File: src/rtl/sw_pair_pwm_ctrl.sv
// Complementary non-overlapping PWM pair for sw1/sw2 with programmable period/duty/dead time,
// plus a latched over-voltage fault on the model's signed v_out code (clears with hysteresis).
module sw_pair_pwm_ctrl #(
  parameter int CNT_W = 16,
  parameter int DT_W  = 8,
  parameter int V_W   = 25
) (
  input  logic                    clk,
  input  logic                    rst,
  input  logic                    en,
  input  logic [CNT_W-1:0]        period,
  input  logic [CNT_W-1:0]        duty,
  input  logic [DT_W-1:0]         dead,
  input  logic signed [V_W-1:0]   v_out_code,
  input  logic signed [V_W-1:0]   ov_thresh,
  input  logic signed [V_W-1:0]   ov_clear,
  output logic                    sw1,
  output logic                    sw2,
  output logic                    fault,
  output logic                    cycle_start,
  output logic                    busy
);

  typedef enum logic [1:0] {IDLE, RUN, FAULT} state_t;

  localparam logic [CNT_W-1:0] ONE = {{(CNT_W-1){1'b0}}, 1'b1};

  state_t           state_q, state_d;
  logic [CNT_W-1:0] cnt_q, cnt_d;
  logic [CNT_W-1:0] period_l_q, period_l_d;
  logic [CNT_W-1:0] duty_l_q, duty_l_d;
  logic [DT_W-1:0]  dead_l_q, dead_l_d;
  logic             sw1_q, sw1_d;
  logic             sw2_q, sw2_d;
  logic             fault_q, fault_d;
  logic             cycle_start_q, cycle_start_d;
  logic             busy_q, busy_d;

  logic             ov_hit, ov_clr, terminal, load, run_d;
  logic [CNT_W-1:0] duty_eff;
  logic [CNT_W:0]   dead_ext, on_end, off_start;
  logic             sw2_win;

  always_comb begin
    ov_hit   = (v_out_code >= ov_thresh);
    ov_clr   = (v_out_code <= ov_clear);
    terminal = (cnt_q == period_l_q - ONE);
    state_d  = state_q;
    cnt_d    = cnt_q;
    load     = 1'b0;

    // Fault takes priority over terminal count, en drop and shadow reload.
    case (state_q)
      IDLE: begin
        cnt_d = '0;
        if (en && ov_hit) begin
          state_d = FAULT;
        end else if (en && (period > ONE)) begin
          state_d = RUN;
          load    = 1'b1;
        end
      end
      RUN: begin
        if (ov_hit) begin
          state_d = FAULT;
          cnt_d   = '0;
        end else if (terminal) begin
          cnt_d = '0;
          if (en) load = 1'b1;
          else    state_d = IDLE;
        end else begin
          cnt_d = cnt_q + ONE;
        end
      end
      FAULT: begin
        cnt_d = '0;
        if (ov_clr && !en) state_d = IDLE;
      end
      default: begin
        state_d = IDLE;
        cnt_d   = '0;
      end
    endcase

    period_l_d = load ? period : period_l_q;
    duty_l_d   = load ? duty   : duty_l_q;
    dead_l_d   = load ? dead   : dead_l_q;

    // Outputs describe the upcoming cycle, so they are decoded from the next count and shadows.
    duty_eff  = (duty_l_d < period_l_d) ? duty_l_d : period_l_d;
    dead_ext  = {{(CNT_W+1-DT_W){1'b0}}, dead_l_d};
    on_end    = {1'b0, duty_eff} + dead_ext;
    off_start = {1'b0, period_l_d} - dead_ext;
    sw2_win   = (dead_ext < {1'b0, period_l_d}) &&
                ({1'b0, cnt_d} >= on_end) && ({1'b0, cnt_d} < off_start);

    run_d         = (state_d == RUN);
    sw1_d         = run_d && (cnt_d < duty_eff);
    sw2_d         = run_d && sw2_win;
    fault_d       = (state_d == FAULT);
    busy_d        = run_d;
    cycle_start_d = run_d && (cnt_d == '0);
  end

  always_ff @(posedge clk) begin
    if (rst) begin
      state_q       <= IDLE;
      cnt_q         <= '0;
      period_l_q    <= '0;
      duty_l_q      <= '0;
      dead_l_q      <= '0;
      sw1_q         <= 1'b0;
      sw2_q         <= 1'b0;
      fault_q       <= 1'b0;
      cycle_start_q <= 1'b0;
      busy_q        <= 1'b0;
    end else begin
      state_q       <= state_d;
      cnt_q         <= cnt_d;
      period_l_q    <= period_l_d;
      duty_l_q      <= duty_l_d;
      dead_l_q      <= dead_l_d;
      sw1_q         <= sw1_d;
      sw2_q         <= sw2_d;
      fault_q       <= fault_d;
      cycle_start_q <= cycle_start_d;
      busy_q        <= busy_d;
    end
  end

  assign sw1         = sw1_q;
  assign sw2         = sw2_q;
  assign fault       = fault_q;
  assign cycle_start = cycle_start_q;
  assign busy        = busy_q;

endmodule

File: config.mk
export PLATFORM = sky130hd
export DESIGN_NAME = sw_pair_pwm_ctrl
export DESIGN_NICKNAME = d
export VERILOG_FILES = /design/src/rtl/sw_pair_pwm_ctrl.sv
export SDC_FILE = /design/constraint.sdc
export NUM_CORES = 1
export LEC_CHECK = 0
export CORE_ASPECT_RATIO = 1.2
export CORE_MARGIN = 2
export CORE_UTILIZATION = 32
export CTS_CLUSTER_SIZE = 12
export DETAILED_ROUTE_END_ITERATION = 8
export PLACE_DENSITY = 0.58
export SETUP_SLACK_MARGIN = 0.02
export SLEW_MARGIN = 10
export SYNTH_ARGS = -nofsm -noshare
export SYNTH_HDL_FRONTEND = slang
export SYNTH_SLANG_ARGS = --single-unit
File: constraint.sdc
create_clock -name clk -period 8.5 [get_ports clk]
set_clock_uncertainty 0.2 [all_clocks]
set_input_delay 1.275 -clock clk [delete_from_list [all_inputs] [get_ports clk]]
set_output_delay 1.275 -clock clk [all_outputs]
set_load 0.02 [all_outputs]
# After elaboration in Yosys (flattened, before gate mapping)
# Index checks and enable logic that the tools add are counted.
totals:
  ff_bits: 63
  input_bits: 118
  output_inout_bits: 5
op_classes:
  add_sub_neg: 4
  n_lt_le_gt_ge: 8
  n_eq_ne: 5
  muxes: 20
  reduce_logical: 11
op_table:
  columns: ["operator", "n"]
  rows:
  - ["two-way mux 16 bit", 6]
  - ["< comparator 16 bit", 2]
  - [">= comparator 25 bit", 1]
  - ["<= comparator 25 bit", 1]
  - ["adder 16 x 8 -> 17 bit", 1]
  - [">= comparator 16 x 17 -> 1 bit", 1]
  - ["< comparator 16 x 17 -> 1 bit", 1]
  - ["subtractor 16 x 8 -> 17 bit", 1]
  - ["adder 16 x 1 -> 16 bit (second input constant)", 1]
  - ["equality test 16 bit", 1]
  - ["greater-than comparator 16 x 1 -> 1 bit (second input constant)", 1]
  - ["zero test 16 bit", 1]
  - ["< comparator 8 x 16 -> 1 bit", 1]
  - ["subtractor 16 x 1 -> 16 bit (second input constant)", 1]
  - ["two-way mux 2 bit", 6]
  - ["logical AND 1 bit", 8]
  - ["two-way mux 8 bit", 1]
  - ["case mux 2 bit (3 select lines)", 1]
  - ["two-way mux 1 bit", 5]
  - ["equality test 2 x 1 -> 1 bit (second input constant)", 2]
  - ["equality test 2 bit (second input constant)", 2]
  - ["zero test 2 bit", 1]
  - ["case mux 1 bit (2 select lines)", 1]
  - ["zero test 1 bit", 1]

# Depth between registers and ports, before layout
depth:
  ltp_word: 13
  mapped_depth: 46
  depth_no_buf: 42

# Worst setup path before layout
# No wires, ideal clock.
synth_timing:
  kind: "input-to-reg"
  from: "in ov_thresh[8]"
  to: "reg sw2_q, in the netlist sw2"
  setup_time_ns: 0.103
  arrival_ns: 8.960
  setup_slack_ns: -0.763
  path_stages: 42
  path_cell_list: "inv_1 -> ha_1 -> a21oi_1 -> o21ai_0 -> nor3_1 -> o2111a_1 -> nand2_1 -> a21oi_2 -> buf_2 -> mux2i_1 -> inv_1 -> ha_1 -> a21o_1 -> a21o_1 -> a211oi_1 -> o21ai_0 -> a221o_1 -> a2111oi_0 -> [6 not listed] -> a21o_1 -> a21oi_1 -> o21bai_1 -> a21oi_1 -> nor2b_1 -> o21ai_0 -> a21oi_1 -> o211ai_1 -> mux2i_1 -> xor2_1 -> ha_1 -> nand2_1 -> or3_1 -> nor4_1 -> a211oi_1 -> o21ai_0 -> o21ai_0 -> a2111oi_2"
synth_via:
  elab_chain_cells: 12
  elab_cells_between_ends: 24
synth_rtl:
  columns: ["item", "line_no", "source"]
  rows:
  - ["from (decl)", "15", "input logic signed [V_W-1:0] ov_thresh,"]
  - [">= comparator 25 bit (*)", "45", "ov_hit = (v_out_code >= ov_thresh);"]
  - ["logical AND 1 bit", "56", "if (en && ov_hit) begin"]
  - ["two-way mux 1 bit", "56", null]
  - ["case mux 1 bit (2 select lines) (*)", "53", "case (state_q)"]
  - ["two-way mux 16 bit (*)", "86", "duty_l_d = load ? duty : duty_l_q;"]
  - ["named net duty_l_d[9]", "31", "logic [CNT_W-1:0] duty_l_q, duty_l_d;"]
  - ["< comparator 16 bit", "90", "duty_eff = (duty_l_d < period_l_d) ? duty_l_d : period_l_d;"]
  - ["two-way mux 16 bit (*)", "90", null]
  - ["adder 16 x 8 -> 17 bit (*)", "92", "on_end = {1'b0, duty_eff} + dead_ext;"]
  - [">= comparator 16 x 17 -> 1 bit (*)", "95", "({1'b0, cnt_d} >= on_end) && ({1'b0, cnt_d} < off_start);"]
  - ["logical AND 1 bit (*)", "94", "sw2_win = (dead_ext < {1'b0, period_l_d}) &&"]
  - ["logical AND 1 bit (*)", "95", null]
  - ["logical AND 1 bit (*)", "99", "sw2_d = run_d && sw2_win;"]
  - ["to (signal assigned)", "124", "sw2_q <= sw2_d;"]
  - ["to (decl)", "34", "logic sw2_q, sw2_d;"]
# The timed path passes the listed nets; every way through them passes the cells marked *.
# A chain may end at the register's enable or synchronous reset.

# Worst setup path after layout
layout_timing:
  from: "in ov_thresh[21]"
  to: "reg sw2_q, in the netlist sw2"
layout_via:
  elab_chain_cells: 12
  elab_cells_between_ends: 24
layout_rtl:
  columns: ["item", "line_no"]
  rows:
  - [">= comparator 25 bit (*)", "45"]
  - ["logical AND 1 bit", "56"]
  - ["two-way mux 1 bit", "56"]
  - ["case mux 1 bit (2 select lines)", "53"]
  - ["two-way mux 16 bit, on equally long branches", "86, 85"]
  - ["< comparator 16 bit", "90"]
  - ["two-way mux 16 bit", "90"]
  - ["adder 16 x 8 -> 17 bit", "92"]
  - [">= comparator 16 x 17 -> 1 bit", "95"]
  - ["logical AND 1 bit", "94"]
  - ["logical AND 1 bit", "95"]
  - ["logical AND 1 bit (*)", "99"]
# Every way passes the cells marked *; elsewhere a longest branch is shown, timed or not.

==> impl_metrics.py <==
metrics = {
    "status": {
        "status": "complete, but fails checks",
        "violations": "negative setup slack",
    },
    "synthesis": {
        "ys.flop_type": "dfxtp_1",
        "synth_seq_area_share": 0.163,
        "synth_cell_types": 71,
        "synth-seq-cells": 63,
        "syn_inst": 976,
        "mappedNetlistArea_sq_um": 7740,
        "synth-async-reset-ratio": 0,
        "syn_nets": 1223,
        "avgSynthCellArea_sq_um": 7.93,
        "ys_warn_count": 0,
        "synth_edf_count": 0,
    },
    "detailed_routing": {
        "first_pass_iters": 5,
        "vias": 8131,
        "ant_nets": 0,
        "wl_per_cell_um": 17.7,
        "via_per_inst": 5.16,
        "first_iter_violations": 317,
        "drcViolationCount": 0,
        "drt-total-wl_um": 27900,
    },
    "timing": {
        "relSlewSlack": 0.283,
        "hold_viol": 0,
        "max_freq_ghz": 0.112,
        "fin_crit_sh": 1.05,
        "drv_slew": 0,
        "min_period_ns": 8.95,
        "rsz0062_at_grt": "yes",
        "layout_setup_ws_ns": -0.454,
        "worst_hold_slack_ns": 0.382,
        "setup_violations": 1,
        "worstMarginPinSlew_ns": 1.07,
    },
    "clock_network": {
        "clk_path_buf_depth": 2,
        "clk_pin_slew_ns": 0.06,
        "cts_buffers": 9,
        "clock_sinks": 63,
        "clock_latency_ns": 0.35,
        "cts_tree": "yes",
        "h-tree-depth": 3,
        "root_buffer": "clkbuf_16",
    },
    "setup_path": {
        "critPathMaxFanout": 7,
        "critPathLaunchType": "primary input",
        "worstReg2RegEnd": "sw2",
        "cp_common_cell": "a21oi_2",
        "crit_slowest_cell": "clkdlybuf4s50_1",
        "crit_path_start": "ov_thresh[21]",
        "endpoint_kind": "flip-flop",
        "critPathCapture": "sw2",
        "path_class": "primary input to flip-flop",
        "cp.arrival_ns": 9.00,
        "rr_startpoint": "period_l_q[1]",
        "cp.required_ns": 8.54,
        "ff2ff_path_depth": 42,
        "max_stage_delay_ns": 0.46,
        "rrSetupSlack_ns": -0.12,
    },
    "placement": {
        "post-place-ws_ns": -1.16,
        "place_inst": 1545,
        "dp.final_hpwl_um": 23200,
        "place.gp.congestion": 0.931,
        "portBuffers": 122,
        "placed_cell_area_sq_um": 10600,
    },
    "finish": {
        "layout_common_cells": "163 x buf_4, 119 x ha_1, 118 x clkdlybuf4s50_1, 102 x inv_1, 91 x nor2_1",
        "area_growth_pct": 44.6,
        "layout_commonest_cell": "buf_4",
        "insertedDiodeCount": 0,
        "fin_nets": 1498,
        "final_cells": 1576,
        "drive_above_1_share": 0.216,
        "stdcell_area_sq_um": 11200,
    },
    "grt": {
        "grt_remaining_overflow": 0,
        "grt_usage": 0.216,
        "antenna_found_initial": 0,
        "grt_first_pass_wirelength_um": 43300,
        "first_global_vias": 8144,
        "grt_max_degree": 60,
    },
    "min_path": {
        "min-delay-start": "dead_l_q[4]",
        "hold_path.class": "flip-flop to flip-flop",
    },
    "floorplanning": {
        "core_area_sq_um": 23900,
        "num_io_pins": 123,
        "fp.dieW_um": 146,
        "die_h_um": 174,
        "dieArea_sq_um": 25500,
        "start_util": 0.324,
        "fp-row-count": 62,
    },
    "job": {
        "drv_cap": 0,
    },
    "power_and_ir_drop": {
        "p_leak_nw": 5.33,
        "ir_drop_v": 0.0000962,
        "power.density_nw_per_um2": 151,
    },
}
-- what timing repair did --
item / CTS / global route
gates cloned: 0 / 1
endpoints found under the setup margin: 2 / 2
hold buffers: 0 / 0
resized for setup: 15 / 25
pin swaps: 11 / 7
setup buffers: 10 / 4
-- per-stage QoR --
stage | setup TNS [ns] | utilization | total power [mW]
floorplan | -0.0250 | - | 0.888
global placement | -1.08 | 0.443 | 1.22
detailed placement | -1.49 | 0.443 | 1.23
CTS | -0.442 | 0.462 | 1.65
global route | -1.21 | 0.468 | 1.78
finish | -0.454 | 0.468 | 1.68
-- registers in the layout, indices dropped and copies added, names as in the netlist --
signal       flops
fault            1
busy             1
cnt_q           16
sw1              1
dead_l_q         8
sw2              1
period_l_q      16
cycle_start      1
duty_l_q        16
state_q          2
-- kinds of logic after synthesis --
logic type	share of synthesized area
xor+xnor	0.0690
flops	0.163
mux	0.0957
fa+ha+maj	0.212
compound gates	0.162
simple gates	0.225
buf+inv	0.0737
-- power breakdown --
part	internal, mW	switching, mW	leakage [nW]
Combinational	0.501	0.475	4.67
Sequential	0.308	0.00978	0.511
Clock	0.236	0.154	0.145
-- cell type report --
| type | count | area, sq um |
|---|---|---|
| Inverter | 108 | 405 |
| Timing Repair Buffer | 294 | 2620 |
| Multi-Input combinational cell | 775 | 6190 |
| Tap cell | 320 | 400 |
| Clock inverter | 6 | 67.6 |
| Fill cell | 2395 | 12700 |
| Clock buffer | 10 | 239 |
| Sequential cell | 63 | 1260 |
-- worst max-delay path: cells and delay by family --
family | cells | cell delay, ns
AOI/OAI and AO/OA | 16 | 2.65
xor gates and xnor gates | 1 | 0.10
adders and majority gates | 4 | 1.10
buffers and inverters | 6 | 1.06
muxes | 3 | 0.59
and+or+nand+nor | 12 | 2.22
-- layer usage --
metal / global-route usage / share of wire / vias up
met4: 0.0943 / 0.041 / 0
met5: 0 / 0 / -
met2: 0.383 / 0.48 / 254
met1: 0.252 / 0.42 / 3755
li1: - / - / 4059
met3: 0.0394 / 0.058 / 63
-- worst min path at each step --
stage	end	slack, ns	cells past startpoint
after detailed placement	duty_l_q[0]	0.37	2
after CTS	dead_l_q[4]	0.39	2
after floorplan	duty_l_q[1]	0.28	2
final	dead_l_q[4]	0.38	2
after global placement	dead_l_q[4]	0.36	2
after global routing	dead_l_q[7]	0.43	2
-- synth_stat cells, types with 10 or more instances --
cell | instances | area share
o21a_1 | 15 | 0.015
nor4_1 | 10 | 0.0081
clkbuf_1 | 12 | 0.0058
nor2_1 | 92 | 0.045
mux2i_1 | 56 | 0.072
nand3_1 | 30 | 0.019
nor2b_1 | 20 | 0.016
a21oi_1 | 48 | 0.031
o21ai_0 | 34 | 0.022
inv_1 | 108 | 0.052
a21o_1 | 20 | 0.019
nand4_1 | 29 | 0.023
nand2_1 | 46 | 0.022
xnor2_1 | 33 | 0.037
and3_1 | 26 | 0.021
nand2b_1 | 10 | 0.0081
dfxtp_1 | 63 | 0.16
ha_1 | 127 | 0.21
a211oi_1 | 16 | 0.016
xor2_1 | 28 | 0.032
nor3_1 | 32 | 0.021
Note: power is estimated with default switching activity, not from simulation.
==> patch 1: new RTL, same flow settings <==
`DT_W`: 8 -> 10.
--- a/src/rtl/sw_pair_pwm_ctrl.sv
+++ b/src/rtl/sw_pair_pwm_ctrl.sv
@@ -4,3 +4,3 @@
   parameter int CNT_W = 16,
-  parameter int DT_W  = 8,
+  parameter int DT_W  = 10,
   parameter int V_W   = 25
Ports: changed (resized dead); port bits go from 123 to 125. The function was not compared with the original's and may differ.
==> patch 1 against the original RTL <==
  * Critical path depth fell by 1
  * Power rose by 2.4%
  * Highest routed layer unchanged
  * Synthesized area fell by 2.7%
  * Utilization rose by 1.8 points
  * Largest power group unchanged
  * Routed wire length fell by 5.3%
  * Worst setup slack improved by 0.56 ns
  * Die area fell by 2.6%
  * Final area rose by 0.48%
  * Clock power rose by 16%
  * Sequential cell count rose by 2
==> patch 1: results (changes against the original RTL) <==
Synthesis
The net count after synthesis is 1,202 (-1.7%). The number of distinct library cell variants in the gate-level netlist after synthesis was 66 (-7.0%). The adder-cell share of the synthesized area came to 0.228 (+0.0165). The post-synthesis compound-gate area fraction is 0.153 (-0.00899). The register area share after synthesis is 0.173 (+0.00981).

The xor and xnor area share after synthesis is 0.0744 (+0.00539). The fraction of synthesized area in multiplexers is 0.0923 (-0.00334). Counting instances in the post-synthesis netlist gives the leading cell types as 131 x sky130_fd_sc_hd__ha_1, 111 x sky130_fd_sc_hd__inv_1, 92 x sky130_fd_sc_hd__nor2_1. By area the synthesized netlist is led by sky130_fd_sc_hd__ha_1 22%, sky130_fd_sc_hd__dfxtp_1 17%, sky130_fd_sc_hd__mux2i_1 7.8%, sky130_fd_sc_hd__inv_1 5.5%, sky130_fd_sc_hd__nor2_1 4.6%.

Timing
The worst slew slack as a fraction of its limit is 0.465 (+0.182). The fmax is 0.119 GHz (+6.6%).

GRT
The pin count of the biggest net entering global routing is 60 (unchanged). The first-pass GRT wire length is 40.6 mm (-6.2%). The via count of the first global-routing pass came to 7,939 (-2.5%). The global routing met2 resource utilization is 0.400 (+0.0163). The met3 track demand over resource is 0.0432 (+0.00383). The overall global routing resource usage is 0.215 (-0.000691). The global routing met1 resource utilization came to 0.237 (-0.0148).

Min path
The worst hold path cell count came to 2 (unchanged). The origin of the worst min-delay path is dead_l_q[3]$_SDFF_PP0_. For hold timing, the worst endpoint is dead_l_q[3]$_SDFF_PP0_.

The path category of the worst min-delay check is flop to flop.

Clocking
The insertion delay of the later-clocked pin in the worst-skew pair is 0.35 ns (about the same). The number of instances resized during post-cts repair came to 63 (+48). The number of setup buffers added after CTS was 7 (-3). The register clock-pin slew on the reported worst setup and hold paths came to 0.06 ns (about the same). The number of clock buffers inserted by TritonCTS is 9 (unchanged).

Detailed routing
The iteration-0 DRC count of the detailed router is 334 (+5.4%). The number of vias in the routed layout is 7,760 (-4.6%). The total length of routed wires came to 26.4 mm (-5.3%). The total iterations of the first detailed-routing run is 5 (unchanged).

Worst setup path
The endpoint arrival time on the critical path is 8.49 ns (-0.51 ns). The worst-case reg-to-reg path depth is 41 (-2.4%). The worst stage delay on the critical path is 0.54 ns (+0.08 ns). In this run the worst setup path begins at period_l_q[6]$_SDFF_PP0_. The setup slack of the most critical reg-to-reg path is 0.10 ns (+0.22 ns). The slowest stage of the critical path belongs to the cell sky130_fd_sc_hd__or4_4. In this run the critical register-to-register path is captured at sw2$_SDFF_PP0_. The largest driver fanout on the critical path was 6 (-1).

Power
The worst IR drop on VDD is 0.000112 V (+16%). The leakage power summed over all cells is 5.35 nW (+0.35%).

Place
The number of I/O port buffers is 124 (+1.6%). The total half-perimeter wirelength after legalization and detailed placement is 21.5 mm (-7.2%). The weighted congestion at the end of routability-driven global placement is 0.981 (+5.4%).

The post-placement worst setup slack came to -1.02 ns (+0.135 ns). The placed cell area was 10,300 um^2 (-3.0%).

Run status
The run finished with clean final reports.

Cells and area
The share of cells above drive strength 1 is 0.267 (+0.0510). The final antenna diode count is 0 (unchanged). The count of nets after finishing is 1,474 (-1.6%).
[patch 1: cell count changes after synthesis, moves of 5 or more]
cell / change
sky130_fd_sc_hd__and3_1: -19
sky130_fd_sc_hd__clkbuf_1: +9
sky130_fd_sc_hd__a211oi_1: -8
sky130_fd_sc_hd__a21oi_1: +8
sky130_fd_sc_hd__nand3_1: -8
sky130_fd_sc_hd__buf_2: -5
sky130_fd_sc_hd__mux2_4: -5
sky130_fd_sc_hd__nand2_1: -5
sky130_fd_sc_hd__nor2b_1: -5
sky130_fd_sc_hd__nor3_1: -5
[patch 1: worst register-to-register path, delay by kind of cell (launching register included)]
kind	cells	cell delay, ns
compound gates	21	3.63
simple gates	9	2.02
fa+ha+maj	4	1.06
mux	3	0.53
flops	1	0.38
buf+inv	3	0.36
xor+xnor	1	0.16
[patch 1: metrics by stage]
| stage | std cells | hold slack [ns] |
|---|---|---|
| floorplan | 949 | 0.268 |
| global placement | 1512 | 0.311 |
| detailed placement | 1512 | 0.332 |
| CTS | 1534 | 0.347 |
| global route | 1541 | 0.387 |
| finish | 1541 | 0.332 |
[patch 1: routing by layer]
metal  share of wire  up-vias
li1                -     3918
met1            0.40     3554
met2            0.49      236
met3           0.071       52
met4           0.036        0
met5               0        -
[patch 1: cell type report]
cell class                 instances  area, um^2
sequential                        65        1310
tap                              315         394
clock buffer                      10         239
fill                            2239       11900
timing repair buffer             294        2550
inverter                         111         429
multi-input combinational        740        6210
clock inverter                     6         115
[patch 1: power breakdown]
group / switching, mW / internal [mW] / total, mW / leakage [nW]
sequential: 0.0111 / 0.318 / 0.329 / 0.529
combinational: 0.471 / 0.474 / 0.945 / 4.65
clock: 0.155 / 0.295 / 0.451 / 0.169
total: 0.638 / 1.09 / 1.73 / 5.35
==> patch 2: new RTL, same flow settings <==
Without the edit above. The output `fault` loses its register stage (`fault_q` becomes a continuous assignment).
--- a/src/rtl/sw_pair_pwm_ctrl.sv
+++ b/src/rtl/sw_pair_pwm_ctrl.sv
@@ -113,3 +113,2 @@
       sw2_q         <= 1'b0;
-      fault_q       <= 1'b0;
       cycle_start_q <= 1'b0;
@@ -124,3 +123,2 @@
       sw2_q         <= sw2_d;
-      fault_q       <= fault_d;
       cycle_start_q <= cycle_start_d;
@@ -129,2 +127,4 @@
   end
+
+  assign fault_q = fault_d;
 
Function: changed (Yosys sat finds a counterexample within 4 cycles, from zero or initial values and one cycle with rst high).
==> patch 2 against the original RTL <==
  * Critical path depth is 1 lower
  * Routed wire length is 5.2% lower
  * Non-clock buffer count is 5 higher
  * Utilization is 0.94 points higher
  * Sequential share of layout area hardly changed
  * Final area is 1.3% lower
  * Critical endpoint unchanged
  * Sequential cell count is 1 lower
  * Synthesized area is 2.7% lower
  * Worst setup slack worse by 0.33 ns
  * The flow still finishes with violations (negative setup slack)
  * Power is 21% higher
==> patch 2: results (changes against the original RTL) <==
Place
The weighted congestion at the end of routability-driven global placement is 0.919 (-1.2%).

Cells and area
The number of filler cells placed in the layout was 2,341 (-2.3%). The count of nets after finishing is 1,491 (-0.47%). The share of cells above drive strength 1 is 0.216 (+0.000409).

GRT
The via count of the first global-routing pass is 8,084 (-0.74%). The overall global routing resource usage came to 0.214 (-0.00178).

Run status
The flow ran to the end, but the final reports show violations. The checks that failed: negative setup slack.

Worst setup path
The endpoint arrival time on the critical path is 9.34 ns (+0.34 ns). The worst stage delay on the critical path was 0.53 ns (+0.07 ns). The setup slack of the most critical reg-to-reg path was -0.14 ns (-0.02 ns). The largest driver fanout on the critical path is 6 (-1). The worst register-to-register path begins at period_l_q[0]$_SDFF_PP0_.

The worst-case reg-to-reg path depth was 43 (+2.4%).

Synthesis
Sorting the synthesized cells by area gives the leading types as sky130_fd_sc_hd__ha_1 21%, sky130_fd_sc_hd__dfxtp_1 16%, sky130_fd_sc_hd__inv_1 5.1%, sky130_fd_sc_hd__mux2i_1 4.9%, sky130_fd_sc_hd__nor2_1 4.7%. The net count after synthesis is 1,216 (-0.57%). The number of distinct library cell variants in the gate-level netlist after synthesis came to 76 (+7.0%).

The top cell type's share of synthesized area is 0.211 (+0.00573). The register area share after synthesis came to 0.165 (+0.00189).

Min path
The path with the worst hold slack has its endpoint at duty_l_q[2]$_SDFF_PP0_. The startpoint identified for the worst hold timing path is duty_l_q[2]$_SDFF_PP0_.

Timing
The worst setup margin is -0.783 ns (-0.330 ns). The slew at the pin closest to its max-slew limit was 0.643 ns (-0.427 ns). The final-layout worst hold slack is 0.355 ns (-0.0268 ns). The number of setup violations in the final report came to 1 (unchanged).

Power
The leakage power summed over all cells is 5.21 nW (-2.3%).

Detailed routing
The mean routed wirelength per cell is 16.9 um (-4.5%).
patch 2: cell types whose count changed after synthesis, sizes merged, moves of 8 or more:
cell	unedited run	this run
a2111oi	9	1
a211oi	16	7
clkbuf	13	23
mux2i	56	37
nor3	32	24
o21ai	35	48
and3	26	16
patch 2: critical path, delay by kind of cell:
kind,cells,cell delay [ns]
compound gates,18,2.94
xor+xnor,1,0.09
fa+ha+maj,4,1.08
buf+inv,5,1.02
mux,2,0.48
simple gates,11,2.44
patch 2: cells by family (layout without fill, tap and decap cells):
logic type,count (synthesis),in the layout,synth area share
buffers and inverters,137,417,0.0718
xor gates and xnor gates,62,62,0.0721
AOI/OAI and AO/OA,206,206,0.182
adders and majority gates,130,130,0.218
DFF,62,62,0.165
muxes,45,45,0.0611
and+or+nand+nor,327,327,0.231
patch 2: layout make-up:
type	count	area, um^2	share of cell area
Clock buffer	9	225	0.0204
Clock inverter	7	97.6	0.00883
Inverter	102	403	0.0365
Multi-Input combinational cell	770	6110	0.553
Sequential cell	62	1240	0.112
Tap cell	315	394	0.0357
Timing Repair Buffer	299	2580	0.234
patch 2: how the worst max path moves through the flow:
stage	start	to	slack, ns
CTS	ov_thresh[3]	sw2$_SDFF_PP0_	-0.63
global placement	ov_thresh[14]	sw2$_SDFF_PP0_	-1.26
floorplan	ov_thresh[14]	sw2$_SDFF_PP0_	-0.68
global route	ov_thresh[1]	sw2$_SDFF_PP0_	-1.08
finish	v_out_code[13]	sw2$_SDFF_PP0_	-0.78
detailed placement	ov_thresh[14]	sw2$_SDFF_PP0_	-1.39
patch 2: what timing repair did:
item                                    4_1_cts  5_1_grt
resized for setup                            35       23
buffers inserted                              5        4
endpoints found under the setup margin        1        2
endpoints found under the hold margin         0        0
pin swaps                                    14       12
patch 2: power by group through the flow:
stage	Combinational, mW	Sequential, mW	Clock, mW
floorplan	0.741	0.324	0
global placement	1.20	0.326	0
detailed placement	1.21	0.326	0
CTS	1.24	0.320	0.416
global route	1.43	0.322	0.428
finish	1.31	0.320	0.410
patch 2: per-layer routing:
layer	track usage	vias up	wire length [um]	share of wire
met5	0	-	0	0
met4	0.0929	0	1150	0.044
met3	0.0282	56	1280	0.048
met2	0.384	231	12600	0.48
met1	0.253	3713	11400	0.43
li1	-	4015	-	-
patch 2: metrics by stage:
step           setup TNS (ns)  instance area [um^2]  utilization  cells
2_1_floorplan          -0.679                  7730            -    969
5_1_grt                 -1.09                 11000        0.478   1564
4_1_cts                -0.628                 10900        0.471   1560
6_report               -0.783                 11000        0.478   1564
3_3_place_gp            -1.36                 10400        0.451   1539
3_5_place_dp            -1.53                 10400        0.451   1539
